### src/rtl/sap_pkg.sv
// Shared definitions for the SAP instruction sequencer: one-hot T-states and IR geometry.
package sap_pkg;

  localparam int IR_W  = 8;
  localparam int OPC_W = 4;

  localparam logic [OPC_W-1:0] OPC_HLT = 4'hF;

  typedef enum logic [5:0] {
    T1 = 6'b000001,
    T2 = 6'b000010,
    T3 = 6'b000100,
    T4 = 6'b001000,
    T5 = 6'b010000,
    T6 = 6'b100000
  } tstate_e;

endpackage

### src/rtl/ring_counter_6.sv
// Six-state one-hot T-state rotator with hold, freeze and jump-to-T1 controls.
module ring_counter_6
  import sap_pkg::*;
(
  input  logic       clk,
  input  logic       rst,
  input  logic       advance,
  input  logic       jump_t1,
  input  logic       freeze,
  output logic [5:0] tstate
);

  tstate_e r_state;
  tstate_e w_next;

  always_ff @(posedge clk) begin
    if (rst) begin
      r_state <= T1;
    end else begin
      r_state <= w_next;
    end
  end

  // freeze outranks jump_t1 so a halt in T4 wins over an early end.
  always_comb begin
    w_next = r_state;
    if (advance && !freeze) begin
      if (jump_t1) begin
        w_next = T1;
      end else begin
        case (r_state)
          T1:      w_next = T2;
          T2:      w_next = T3;
          T3:      w_next = T4;
          T4:      w_next = T5;
          T5:      w_next = T6;
          T6:      w_next = T1;
          default: w_next = T1;
        endcase
      end
    end
  end

  assign tstate = r_state;

endmodule

### src/rtl/instr_sequencer.sv
// SAP-style instruction sequencer: T-state ring, instruction register and sticky halt.
// Optional macro SAP_EARLY_DONE_EN adds instr_done to end an instruction in T4/T5.
module instr_sequencer
  import sap_pkg::*;
(
  input  logic             clk,
  input  logic             rst,
  input  logic             run,
  input  logic [IR_W-1:0]  bus_in,
`ifdef SAP_EARLY_DONE_EN
  input  logic             instr_done,
`endif
  output logic [OPC_W-1:0] opcode,
  output logic [OPC_W-1:0] operand,
  output logic [5:0]       tstate,
  output logic             fetch,
  output logic             ir_load,
  output logic             halted
);

  logic [IR_W-1:0] r_ir;
  logic            r_halted;
  logic [5:0]      w_tstate;
  logic            w_hlt;
  logic            w_jump_t1;
  logic            w_advance;
  logic            w_freeze;

  assign w_hlt = run && !r_halted && (w_tstate == T4) && (r_ir[IR_W-1:OPC_W] == OPC_HLT);

`ifdef SAP_EARLY_DONE_EN
  assign w_jump_t1 = run && instr_done && ((w_tstate == T4) || (w_tstate == T5));
`else
  assign w_jump_t1 = 1'b0;
`endif

  assign w_advance = run && !r_halted;
  assign w_freeze  = r_halted || w_hlt;

  ring_counter_6 u_ring (
    .clk     (clk),
    .rst     (rst),
    .advance (w_advance),
    .jump_t1 (w_jump_t1),
    .freeze  (w_freeze),
    .tstate  (w_tstate)
  );

  assign fetch   = (w_tstate == T1) || (w_tstate == T2) || (w_tstate == T3);
  assign ir_load = run && (w_tstate == T3);

  always_ff @(posedge clk) begin
    if (rst) begin
      r_ir     <= '0;
      r_halted <= 1'b0;
    end else begin
      if (ir_load) begin
        r_ir <= bus_in;
      end
      if (w_hlt) begin
        r_halted <= 1'b1;
      end
    end
  end

  assign opcode  = r_ir[IR_W-1:OPC_W];
  assign operand = r_ir[OPC_W-1:0];
  assign tstate  = w_tstate;
  assign halted  = r_halted;

endmodule

### config.mk
export PLATFORM = sky130hd
export DESIGN_NAME = instr_sequencer
export DESIGN_NICKNAME = d
export VERILOG_FILES = /design/src/rtl/sap_pkg.sv /design/src/rtl/ring_counter_6.sv /design/src/rtl/instr_sequencer.sv
export SDC_FILE = /design/constraint.sdc
export NUM_CORES = 1
export LEC_CHECK = 0
export CAP_MARGIN = 20
export CORE_MARGIN = 2
export CORE_UTILIZATION = 42
export CTS_CLUSTER_DIAMETER = 100
export DETAILED_ROUTE_END_ITERATION = 10
export GPL_TIMING_DRIVEN = 0
export HOLD_SLACK_MARGIN = 0.06
export PLACE_DENSITY = 0.77
export SLEW_MARGIN = 10
export SYNTH_ARGS = -nofsm -noshare
export SYNTH_HDL_FRONTEND = slang
export SYNTH_SLANG_ARGS = --single-unit
### constraint.sdc
create_clock -name clk -period 1.9 [get_ports clk]
set_clock_uncertainty 0.15 [all_clocks]
set_input_delay 0.38 -clock clk [delete_from_list [all_inputs] [get_ports clk]]
set_output_delay 0.38 -clock clk [all_outputs]
set_load 0.03 [all_outputs]
Word-level counts from Yosys, hierarchy flattened
Index checks and enable logic that the tools add are counted.
{"block": "classes", "shifts": 0, "multipliers": 0, "n_reduce_logical": 10, "muxes": 1, "div_mod_pow": 0, "n_eq_ne": 6, "addsub": 0, "n_bitwise": 0, "order_cmp": 0}
{"operator": "$pmux 6 s5", "count": 1}
{"operator": "$eq 6x1->1 const B", "count": 1}
{"operator": "$eq 6x2->1 const B", "count": 1}
{"operator": "$eq 6x3->1 const B", "count": 1}
{"operator": "$eq 6x4->1 const B", "count": 1}
{"operator": "$eq 6x5->1 const B", "count": 1}
{"operator": "$logic_and 1x1->1", "count": 5}
{"operator": "$eq 4x4->1 const B", "count": 1}
{"operator": "$logic_or 1x1->1", "count": 3}
{"operator": "$logic_not 1->1", "count": 2}
{"block": "totals", "rom_bits": 0, "input_bits": 11, "latchBits": 0, "n_memories": 0, "mem_bits_rw": 0, "word_cells": 20, "out_inout_bits": 17, "ff_bits": 15}

Longest topological paths before layout
{"block": "depth", "word_depth": 7, "depth_mapped": 5, "depth_no_buf": 3}

Cells and area by module
From an unflattened synthesis, not the netlist that was laid out.
{"block": "unflattened", "cells_unflattened": 86, "area_unflattened_um2": 814.5}
{"mod": "instr_sequencer", "instances": 1, "cells_per_inst": 49, "seq_area_each_um2": 180.2, "area_each_um2": 479.2}
{"mod": "ring_counter_6", "instances": 1, "cells_per_inst": 37, "seq_area_each_um2": 120.1, "area_each_um2": 335.3}

Worst setup path before layout
No wires, ideal clock.
{"block": "synth_timing", "path_kind": "reg-to-output", "start": "register u_ring.r_state[2], in the netlist u_ring.tstate[2]", "end": "output fetch", "path_stages_with_launch": 5, "path_buffers": 1, "t_arrival_ns": 1.881, "required_ns": 1.370, "setup_slack_ns": -0.511, "cell_sequence": "dfxtp_1 > buf_2 > xor2_1 > o21ai_0 > nor4_1"}
{"block": "synth_via", "elab_chain_len": 3, "elab_cells_between_ends": 5, "classes_between": "eq/ne: 3; reduce/logical: 2"}
{"item": "start: declaration", "line_no": "ring_counter_6.sv:13", "rtl": "tstate_e r_state;"}
{"item": "start signal: assignment", "line_no": "ring_counter_6.sv:20", "rtl": "r_state <= w_next;"}
{"item": "$eq 6x1->1 or $eq 6x2->1 (tied branches)", "line_no": "instr_sequencer.sv:49", "rtl": "assign fetch = (w_tstate == T1) || (w_tstate == T2) || (w_tstate == T3);"}
{"item": "$logic_or 1x1->1", "line_no": "instr_sequencer.sv:49"}
{"item": "$logic_or 1x1->1 (*)", "line_no": "instr_sequencer.sv:49"}
{"item": "end: declaration", "line_no": "instr_sequencer.sv:16", "rtl": "output logic fetch,"}
Every way passes the cells marked *; elsewhere a longest branch is shown, timed or not.

Final worst setup path
{"block": "layout_timing", "start": "register u_ring.r_state[1], in the netlist u_ring.tstate[1]", "end": "output ir_load"}
{"block": "layout_via", "elab_chain_len": 2}
{"item": "$eq 6x3->1", "line_no": "instr_sequencer.sv:50", "rtl": "assign ir_load = run && (w_tstate == T3);"}
{"item": "$logic_and 1x1->1", "line_no": "instr_sequencer.sv:50"}
{"item": "end: declaration", "line_no": "instr_sequencer.sv:17", "rtl": "output logic ir_load,"}
Every way passes these cells.

==> metrics.md <==
| Metric | Value |
|---|---|
| Final setup margin | `-0.148 ns` |
| Diode count | `0` |
| Die Span X | `46.2 µm` |
| First-pass GRT wire length | `3.35 mm` |
| Overall power | `677 µW` |
| Crit Path Class | `reg2out` |
| Longest Clk Path Bufs | `2` |
| EDFF count, synth | `0` |
| Fin Hold WS | `0.342 ns` |
| Worst hold path depth | `2` |
| Critical path required time | `1.37 ns` |
| Die Height | `46.2 µm` |
| Max_slew headroom | `0.691` |
| Starting density of the core | `0.439` |
| Worst r2r dst | `u_ring.tstate[0]` |
| Multi-input gate area | `435 µm²` |
| Largest net degree at the start of global routing | `11` |
| Core area | `0.00171 mm²` |
| Startpoint Class | `flip-flop` |
| Post-CTS Hold Fix Bufs | `0` |
| Fin. Hold Viols | `0` |
| Area added between synthesis and finish | `56.4%` |
| Leak pwr | `0.531 nW` |
| Synth cell count leaders | `dfxtp_1 (15), a21oi_1 (14), nand3_1 (9)` |
| H-tree Lvls | `1` |
| 1st-iter DRT viols | `21` |
| Yosys top cell by area | `dfxtp_1` |
| Site row count | `15` |
| Detail Route Antenna Nets | `0` |
| Worst path arrival time | `1.52 ns` |
| Slew Viols, Final | `0` |
| Clock share of power | `0.279` |
| Layout cells sized above 1 | `0.216` |
| Fin crit period | `2.05 ns` |
| P_sw | `199 µW` |
| Max-cap violations | `0` |
| Final worst-path cycle share | `1.08` |
| Layout Nets | `137` |
| Routed Wire Length | `2.03 mm` |
| IO Count | `28` |
| Status | `finished with violations` |
| CP Max Fanout | `4` |
| GPL Wtd Cong | `0.781` |
| Worst slew pin tran | `0.464 ns` |
| Logic pwr share | `0.233` |
| Top post-synthesis cells by area | `dfxtp_1 (40%), a21oi_1 (9.3%), nand3_1 (6.0%)` |
| Vias per std cell | `5.35` |
| Fmax | `0.488 GHz` |
| Top-area cell type share of the netlist area | `0.401` |
| FILL cells | `146` |
| Worst Reg2Reg Path Length in Cells | `4` |
| WL per Instance | `13.5 µm` |
| Cell variety after synth | `30` |
| CTS tree | `done` |
| DRC Markers | `0` |
| Most frequent CP cell | `buf_6` |
| I/O Buffers | `27` |
| Unrepaired setup endpoints after global routing | `yes` |
| Critical Path Max Stage Delay | `0.55 ns` |
| Syn nets | `100` |
| CTS sink cnt | `15` |
| Worst setup EP type | `primary output` |
| Pint | `478 µW` |
| Most used DFF post-synth | `dfxtp_1` |
| Syn Area/Cell | `8.42 µm²` |
| Clock-pin slew on the worst setup and hold paths | `0.09 ns` |
| Sequential-to-total area share from yosys stat | `0.401` |
| Post-Place Worst Slack | `-0.782 ns` |
| Pre-antenna DRT Iters | `4` |
| #FFs+latches synth | `15` |
| Share of power burned in registers | `0.488` |
| # setup viols final | `2` |
| Worst hold endpoint | `r_ir[2]` |
| CTS Root Cell | `clkbuf_4` |
| Total congestion overflow | `0` |
| Crit-path slowest cell | `or4_4` |
| Worst IR Drop VDD | `0.466 mV` |
| GR Util All Layers | `0.223` |
| Synth Warn # | `0` |
| Post-synth ARST share | `0` |
| Routed vias | `802` |
| Vias in the first global route | `749` |
| Reg-to-Reg Start | `u_ring.tstate[3]` |
| Failing checks | `negative setup slack` |
| Clock Latency Late Sink | `0.30 ns` |
| Crit path cell chain | `buf_6, or4_4, nor2_4, buf_6` |
| Cell area power density | `578 mW/mm²` |
| Synth Cell Area | `749 µm²` |
| Post-Synthesis Cells | `89` |
| Hpwl dp | `1.33 mm` |
| R2R Setup Slk | `0.19 ns` |
| Worst Hold Class | `reg2reg` |
| Sw Share | `0.294` |
| Most frequent cell after synthesis | `dfxtp_1` |
| Hold path start | `r_ir[2]` |
| CTS Buf Count | `3` |
| Reg area | `304 µm²` |
| Die Area | `0.00214 mm²` |
| Antenna violations before repair | `0` |
routing by layer:
layer | share of wire | track usage
met2 | 0.46 | 0.358
met1 | 0.44 | 0.274
met3 | 0.066 | 0.0510
met4 | 0.030 | 0.114
met5 | 0 | 0
worst max-delay path by stage:
stage | start | to | slack [ns] | cells after the start
6_report | u_ring.tstate[1] | ir_load | -0.15 | 4
3_5_place_dp | run | ir_load | -0.78 | 4
5_1_grt | u_ring.tstate[1] | ir_load | -0.20 | 4
3_3_place_gp | run | ir_load | -0.77 | 4
2_1_floorplan | u_ring.tstate[2] | fetch | -0.03 | 4
4_1_cts | u_ring.tstate[1] | ir_load | -0.22 | 5
final cells by class:
cell class | instances | share of cell area
buffer | 7 | 0.0406
clock buffer | 3 | 0.0192
clock inverter | 1 | 0.00427
multi-input combinational | 66 | 0.371
sequential | 15 | 0.259
tap | 25 | 0.0267
timing repair buffer | 33 | 0.279
through the flow:
step	setup TNS [ns]	std cells	cell area, µm²	utilization
detailed placement	-1.24	141	1080	0.632
global placement	-1.13	141	1080	0.632
CTS	-0.288	151	1170	0.684
global route	-0.351	150	1170	0.686
floorplan	-0.0310	89	777	-
finish	-0.213	150	1170	0.686
critical path: cells and delay by family (launching register included):
kind          cells  cell delay [ns]
simple gates      2             0.65
buf+inv           2             0.25
flops             1             0.33
kinds of logic after synthesis:
group,after synthesis,synth area share
simple gates,34,0.294
compound gates,30,0.224
flops,15,0.401
buf+inv,8,0.0584
xor+xnor,2,0.0234
repair_timing:
action,4_1_cts,5_1_grt
setup buffers,6,0
endpoints found under the setup margin,5,7
resized for setup,25,6
registers in the layout, indices dropped and copies added, names as in the netlist:
register and count:
halted 1, r_ir 8, u_ring.tstate 6
placed cells by master (no fill, tap or decap), types with 2 or more instances in the layout:
master            n
clkbuf_1          2
a21oi_1          14
dfxtp_1          12
dlygate4sd2_1     3
buf_6             4
clkbuf_4          3
nor2_1            3
dlymetal6s2s_1    5
nand4b_1          4
clkdlybuf4s50_1  17
xor2_1            2
o21ai_1           9
nor2b_1           2
nand3_1           9
nand2_1           4
buf_4             7
dfxtp_2           3
power groups by stage:
stage | Clock (mW) | Sequential [mW] | Combinational, mW
floorplan | 0 | 0.346 | 0.0721
global placement | 0 | 0.335 | 0.136
detailed placement | 0 | 0.336 | 0.138
CTS | 0.190 | 0.330 | 0.158
global route | 0.211 | 0.332 | 0.170
finish | 0.189 | 0.331 | 0.158
Power figures use the tool's default switching activity.
